`src/rtl/shift_sub_divider.sv`:
```
// ---------------------------------------------------------------------------
// shift_sub_divider
//
// Unsigned restoring (shift/subtract) divider. It produces one quotient bit
// per clock, so a SIZE-bit division takes SIZE cycles in RUN plus one DONE
// cycle.
//
// Optional feature (compile-time macro):
//   DIV_BY_ZERO_DETECT_EN
//     Defined: a zero divisor at Start skips RUN. The block goes straight to
//     DONE with Quotient = all ones, Remainder = Data_A and Div_By_Zero = 1.
//     Undefined: a zero divisor runs the normal sequence. The algorithm then
//     produces the same Quotient and Remainder, and Div_By_Zero stays 0.
//
// Ports:
//   Clock       in   rising-edge clock
//   Reset       in   synchronous active-high reset
//   Start       in   begin a division (sampled only in IDLE)
//   Data_A      in   SIZE-bit dividend, unsigned
//   Data_B      in   SIZE-bit divisor, unsigned
//   Quotient    out  registered quotient, held until the next result
//   Remainder   out  registered remainder, held until the next result
//   Busy        out  high while iterating (RUN)
//   Done        out  one-cycle pulse when a result becomes valid
//   Div_By_Zero out  zero-divisor flag, held until the next Start
// ---------------------------------------------------------------------------
module shift_sub_divider #(
    parameter int SIZE = 32
) (
    input  logic            Clock,
    input  logic            Reset,
    input  logic            Start,
    input  logic [SIZE-1:0] Data_A,
    input  logic [SIZE-1:0] Data_B,
    output logic [SIZE-1:0] Quotient,
    output logic [SIZE-1:0] Remainder,
    output logic            Busy,
    output logic            Done,
    output logic            Div_By_Zero
);

    localparam int CW = $clog2(SIZE + 1);

    typedef enum logic [1:0] {
        IDLE = 2'd0,
        RUN  = 2'd1,
        DONE = 2'd2
    } state_t;

    state_t          state_reg;
    state_t          state_next;

    // shift_reg starts as the dividend. Quotient bits enter at the LSB while
    // dividend bits leave at the MSB.
    logic [SIZE-1:0] shift_reg;
    logic [SIZE-1:0] divisor_reg;
    // The partial remainder is always below the divisor, so its top bit is
    // always zero. Only the low SIZE bits are stored. The shifted value and
    // the compare use the full SIZE+1 bits.
    logic [SIZE-1:0] rem_reg;
    logic [CW-1:0]   count_reg;
    logic [SIZE-1:0] quotient_reg;
    logic [SIZE-1:0] remainder_reg;
    logic            dbz_reg;

    logic [SIZE:0]   rem_shift;
    logic [SIZE-1:0] rem_diff;
    logic            q_bit;
    logic [SIZE-1:0] rem_step;
    logic [SIZE-1:0] shift_step;
    logic            zero_div;

`ifdef DIV_BY_ZERO_DETECT_EN
    assign zero_div = (Data_B == '0);
`else
    assign zero_div = 1'b0;
`endif

    // One restoring step. When q_bit is set, the true difference is below
    // the divisor, so the low SIZE bits of the subtraction are exact.
    always_comb begin
        rem_shift  = {rem_reg, shift_reg[SIZE-1]};
        q_bit      = (rem_shift >= {1'b0, divisor_reg});
        rem_diff   = rem_shift[SIZE-1:0] - divisor_reg;
        rem_step   = q_bit ? rem_diff : rem_shift[SIZE-1:0];
        shift_step = {shift_reg[SIZE-2:0], q_bit};
    end

    always_comb begin
        state_next = state_reg;
        case (state_reg)
            IDLE: begin
                if (Start) begin
                    state_next = zero_div ? DONE : RUN;
                end
            end
            RUN: begin
                // count_reg == 1 means the final iteration happens at this edge.
                if (count_reg == CW'(1)) begin
                    state_next = DONE;
                end
            end
            DONE:    state_next = IDLE;
            default: state_next = IDLE;
        endcase
    end

    always_ff @(posedge Clock) begin
        if (Reset) begin
            state_reg     <= IDLE;
            shift_reg     <= '0;
            divisor_reg   <= '0;
            rem_reg       <= '0;
            count_reg     <= '0;
            quotient_reg  <= '0;
            remainder_reg <= '0;
            dbz_reg       <= 1'b0;
        end else begin
            state_reg <= state_next;
            case (state_reg)
                IDLE: begin
                    if (Start) begin
                        shift_reg   <= Data_A;
                        divisor_reg <= Data_B;
                        rem_reg     <= '0;
                        count_reg   <= CW'(SIZE);
                        dbz_reg     <= zero_div;
                        if (zero_div) begin
                            quotient_reg  <= '1;
                            remainder_reg <= Data_A;
                        end
                    end
                end
                RUN: begin
                    shift_reg <= shift_step;
                    rem_reg   <= rem_step;
                    count_reg <= count_reg - CW'(1);
                    if (count_reg == CW'(1)) begin
                        quotient_reg  <= shift_step;
                        remainder_reg <= rem_step;
                    end
                end
                default: ;
            endcase
        end
    end

    assign Quotient    = quotient_reg;
    assign Remainder   = remainder_reg;
    assign Busy        = (state_reg == RUN);
    assign Done        = (state_reg == DONE);
    assign Div_By_Zero = dbz_reg;

endmodule

```
`config.mk`:
```
export PLATFORM = sky130hd
export DESIGN_NAME = shift_sub_divider
export DESIGN_NICKNAME = d
export VERILOG_FILES = /design/src/rtl/shift_sub_divider.sv
export SDC_FILE = /design/constraint.sdc
export NUM_CORES = 1
export LEC_CHECK = 0
export ABC_AREA = 0
export CAP_MARGIN = 15
export CORE_ASPECT_RATIO = 1.4
export CORE_MARGIN = 4
export CORE_UTILIZATION = 49
export DETAILED_ROUTE_END_ITERATION = 8
export PLACE_DENSITY = 0.77
export SYNTH_ARGS = -nofsm -noshare
export SYNTH_HDL_FRONTEND = slang
export SYNTH_SLANG_ARGS = --single-unit
```
`constraint.sdc`:
```
create_clock -name Clock -period 2.44 [get_ports Clock]
set_input_delay 0.488 -clock Clock [delete_from_list [all_inputs] [get_ports Clock]]
set_output_delay 0.488 -clock Clock [all_outputs]
set_load 0.05 [all_outputs]
```
; Word level (Yosys, flattened, before mapping)
; Cells that the tools add are included.
[op_classes]
order_cmp = 1
addsub = 2
n_eq_ne = 5
reduce_logical = 6
muxes = 10
[op_table]
columns = operator, count
row1 = $pmux W32 S2, 2
row2 = $mux W32, 3
row3 = $ge A33 B32 Y1, 1
row4 = $sub A32 B32 Y32, 1
row5 = $pmux W6 S2, 1
row6 = $reduce_and A2 Y1, 4
row7 = $eq A6 B1 Y1 const B, 1
row8 = $mux W6, 1
row9 = $sub A6 B1 Y6 const B, 1
row10 = $mux W2, 2
row11 = $pmux W2 S2, 1
row12 = $eq A2 B1 Y1 const B, 1
row13 = $eq A2 B2 Y1 const B, 1
row14 = $logic_not A2 Y1, 1
row15 = $ne A2 B1 Y1 const B, 1
row16 = $ne A2 B2 Y1 const B, 1
row17 = $reduce_bool A2 Y1, 1
[totals]
elab_cells = 31
regBits = 168
in_bits = 67
output_inout_bits = 67

; Logic depth before layout (Yosys ltp)
[logic_depth]
ltp_word = 3
ltp_mapped = 14
mapped_depth_nobuf = 12

; Least setup slack after synthesis
; No wires, ideal clock.
[synth_timing]
path_kind = register to register
from = register divisor_reg[18]
to = register remainder_reg[24], in the netlist Remainder[24]
synth_period_minus_slack_ns = 2.601
path_buffers = 4
path_stages_with_launch = 15
setup_ns = 0.086
slack_ns = -0.161
t_arrival_ns = 2.515
path_cell_list = dfxtp_1 inv_1 ha_1 buf_6 and3_4 buf_6 and3_4 a221o_1 nand2_2 a31oi_1 or2_1 buf_6 buf_12 mux2i_1 a211oi_1
[synth_via]
elab_chain_cells = 2
[synth_lines]
columns = item, line
row1 = "start, declared", 56  ; logic [SIZE-1:0] divisor_reg;
row2 = "start signal, assigned", 124  ; divisor_reg <= Data_B;
row3 = $sub A32 B32 Y32 / $ge A33 B32 Y1 (equally long branches), "84, 83"
row4 = $mux W32 *, 85  ; rem_step = q_bit ? rem_diff : rem_shift[SIZE-1:0];
row5 = "end signal, assigned", 130  ; remainder_reg <= Data_A;
row6 = "end signal, assigned", 140  ; remainder_reg <= rem_step;
row7 = "end, declared", 63  ; logic [SIZE-1:0] remainder_reg;
; Every way passes the cells marked *; elsewhere a longest branch is shown, timed or not.
; A chain may end at the register's enable or synchronous reset.

; Worst setup path in the final report
[layout_timing]
from = register divisor_reg[18]
to = register remainder_reg[31], in the netlist Remainder[31]
; The elaborated chain is that of the path after synthesis.

==> results by stage <==
Timing:
- Setup repair after global routing could not meet its margin everywhere.
- Across all setup checks in the final design, the least slack found is -0.481 ns.
- The clock skew is 0.0108 ns.
- The smallest clock period supported by the final layout is computed as 2.92 ns.
- The max-slew violation total from the final report was 0.
- Setup violations remaining at the end of the flow were counted as 66.
- The slew of the pin with the lowest slew margin is 0.615 ns.
- The final critical path takes up 120% of the cycle.
- The worst-case headroom to the max-slew limit is 59.0%.
- For this run, the top clock speed supported by timing is 342 MHz.
- The final hold violation count was 0.
- The worst hold slack after final layout is 0.455 ns.

Clocking:
- The buffer cell driving the clock tree root is clkbuf_16.
- The number of sinks on the clock net is 168.
- The register clock-pin slew on the reported worst setup and hold paths is 0.07 ns.
- Hold repair after CTS inserted 0 buffers.
- The H-tree depth is 4.
- TritonCTS built the clock tree.
- The clock latency of the later-clocked register in the worst-skew pair is 0.44 ns.
- The CTS buffer count is 17.
- No sink is reached through more buffers than the 2 on the longest clock path.

Power:
- The switching portion of total power is 41.4%.
- The share of total power in the clock network is 15.2%.
- Combinational logic is responsible for 67.6% of the overall power.
- The sum of internal, switching and leakage power is 19.1 mW.
- The internal power of the cells totals 11.2 mW.
- Summed over all cells, the static leakage comes to 4.73 nW.
- The power density normalized to cell area is 1520 nW/um^2.
- VDD sags by at most 0.911 mV.
- Summed over all nets, the switching power comes to 7.90 mW.
- In this run, flip-flops and latches consume 17.2% of the power.

Synth:
- The number of distinct library cell variants in the gate-level netlist after synthesis is 65.
- Of all cell types, the one taking the most synthesized area is dfxtp_1.
- A synthesized cell averages 7.99 um^2.
- The most used flip-flop cell after synthesis is dfxtp_1.
- The number of enable flip-flop cells after synthesis is 0.
- By area the synthesized netlist is led by dfxtp_1, nand2_1, a21oi_1.
- The flop and latch count out of synthesis is 168.
- The share of flip-flops with an asynchronous set or reset after synthesis is 0%.
- In the synthesized netlist, the number of instances is 1039.
- The number of warnings issued by yosys is 0.
- The cell area after technology mapping is 8300 um^2.
- Summed over its instances, the top area cell type makes up 40.5% of the synthesized netlist area.
- The post-synthesis sequential area ratio is 40.5%.
- Synthesis produced a netlist with a net count of 1141.

Layout:
- Relative to the synthesized area, the layout overhead comes to 51.1%.
- The number of antenna repair diodes is 0.
- In the final design database the tool counted 1388 nets.
- The final core area utilization is 75.2%.
- Cells with a size suffix above 1 make up 27.6% of the layout.

Global routing:
- For this run the aggregate overflow at the end of global routing stands at 0.
- The first-pass GRT wire length is 43.0 mm.
- The via count of the first global-routing pass came to 8695.
- The pin count of the biggest net entering global routing is 89.
- The global routing usage summed across all routing layers is 27.7%.
- The number of antenna violations at the first check in global routing is 0.

Route:
- The final routed DRC violation total is 0.
- In the final routed layout, each cell accounts on average for 19.0 um.
- The routed layout has 8876 vias.
- After the first detailed-routing iteration, the DRC count stood at 677.
- The post-detailed-route via-to-cell ratio is 5.91.
- In this run the remaining antenna-violating nets after routing total 0.
- The number of optimization iterations in the first detailed-route pass is 6.
- Summed over all layers, the routed wires come to 28.6 mm.

Critical path:
- On the critical path, the stage with the largest delay is an instance of or3_4.
- In this run the critical register-to-register path is captured at Remainder[31].
- The worst flop-to-flop path startpoint is divisor_reg[18].
- In this run the worst path has a maximum fanout of 5.
- The logic depth of the worst register-to-register path is 12.
- For the worst setup path, the data arrival time is 3.22 ns.
- The slack of the worst reg-to-reg path is -0.48 ns.
- The kind of critical path is register to register.
- The category of the worst setup path launch point is a register.
- Tracing the worst setup path back leads to its startpoint at divisor_reg[18].
- In this design, the stage delay of the slowest critical-path cell is 0.40 ns.
- The required time at the worst-slack endpoint is 2.74 ns.
- Traced cell by cell, the critical path runs through inv_2, ha_4, nand4_1, or3_4, nor4_4, a41oi_2, nand2_2, or2_4, buf_12, mux2i_1, buf_4, a211oi_2.
- The kind of end point of the critical path is a register.

Min path:
- The source of the worst hold timing path is Quotient[24].
- The worst hold path was traced through 2 stages.
- The worst hold path class is register to register.
- The end point of the worst hold path is Quotient[24].

Floorplan:
- The initial utilization of the core area, before any placement, comes to 49.8%.
- The site row count is 56.
- For this design the top-level I/O count stands at 134.
- The area of the placeable core is 16700 um^2.
- The die covers 19100 um^2.
- The width of the die is 118 um.
- Measured along the y axis, the die boundary spans 162 um.

Run status:
- The final reports fail on negative setup slack.
- The run finished, with violations left.

Placement:
- The HPWL reported at the end of detailed placement is 17.5 mm.
- Buffers placed on the I/O ports in this run total 132.
- The placer congestion estimate is 0.973.

Job:
- The tool flagged a number of max-cap violations equal to 0.
## power by group through the flow
stage	combinational, mW	sequential [mW]	clock [mW]
after CTS	10.7	3.25	2.91
after floorplan	5.33	3.30	0
after global placement	8.45	3.24	0
final	12.9	3.28	2.89
after global routing	13.5	3.31	3.03
after detailed placement	8.58	3.25	0
## logic make-up (layout without fill, tap and decap cells)
family	count (synthesis)	in the layout	synth area share, %
fa+ha+maj	35	35	5.36
xor+xnor	25	25	2.64
buf+inv	115	375	6.31
compound gates	331	331	24.8
simple gates	340	340	17.4
mux	24	24	2.91
other cells	1	1	0.0452
flops	168	168	40.5
## per-stage QoR
stage	setup slack, ns	TNS, ns	std cells	area, um^2
after floorplan	-0.0792	-2.58	1039	8350
after global placement	-0.234	-9.30	1450	10700
after detailed placement	-0.320	-13.70	1450	10700
after CTS	-0.146	-5.18	1494	12100
after global routing	-0.521	-27.12	1502	12500
final	-0.481	-22.93	1502	12500
## critical path: cells and delay by family (launching register included)
family | cells | cell delay (ns)
simple gates | 5 | 1.29
buf+inv | 3 | 0.39
flops | 1 | 0.34
fa+ha+maj | 1 | 0.29
compound gates | 2 | 0.25
mux | 1 | 0.23
## layout by cell type, fill, tap and decap left out, drive strengths merged, types with 17 or more instances in the layout
| cell type | Yosys | routed |
|---|---|---|
| a211oi | 35 | 35 |
| a21oi | 127 | 127 |
| a22oi | 34 | 34 |
| buf | 20 | 167 |
| clkbuf | 50 | 21 |
| clkdlybuf4s50 | 0 | 130 |
| dfxtp | 168 | 168 |
| ha | 34 | 34 |
| inv | 45 | 48 |
| mux2i | 23 | 23 |
| nand2 | 211 | 211 |
| nor2 | 64 | 64 |
| o21ai | 64 | 64 |
| xnor2 | 17 | 17 |
## area by class of cell
class | instances | area [um^2]
Sequential cell | 168 | 3380
Multi-Input combinational cell | 756 | 5390
Inverter | 45 | 169
Clock buffer | 20 | 457
Clock inverter | 12 | 166
Fill cell | 1096 | 4130
Timing Repair Buffer | 298 | 2730
Tap cell | 203 | 254
## worst max path at each step
stage	end	slack, ns	cells after the start
6_report	Remainder[31]	-0.48	12
5_1_grt	Remainder[31]	-0.52	12
4_1_cts	rem_reg[30]	-0.15	12
3_5_place_dp	Remainder[7]	-0.32	11
3_3_place_gp	Remainder[21]	-0.23	13
2_1_floorplan	Remainder[20]	-0.08	14
## synthesized netlist by cell type, drive strengths merged (17+ instances only)
cell type,count
a22oi,34
dfxtp,168
ha,34
nor2,64
mux2i,23
a211oi,35
a21oi,127
inv,45
clkbuf,50
xnor2,17
buf,20
o21ai,64
nand2,211
## per-layer routing
layer  GRT usage [%]  vias up  share of wire [%]
li1                -     4116                  -
met1            29.3     4178                 36
met2            49.8      451                 51
met3            7.14      131                7.8
met4            15.8        0                5.5
met5               0        -                  0
## repair_timing
item                       CTS  global route
cloned                       1             1
setup endpoints to repair   66            66
setup buffers               13             9
pin swaps                   37            27
gates resized for setup    135            71
No activity file was read; power rests on OpenSTA's default activity.
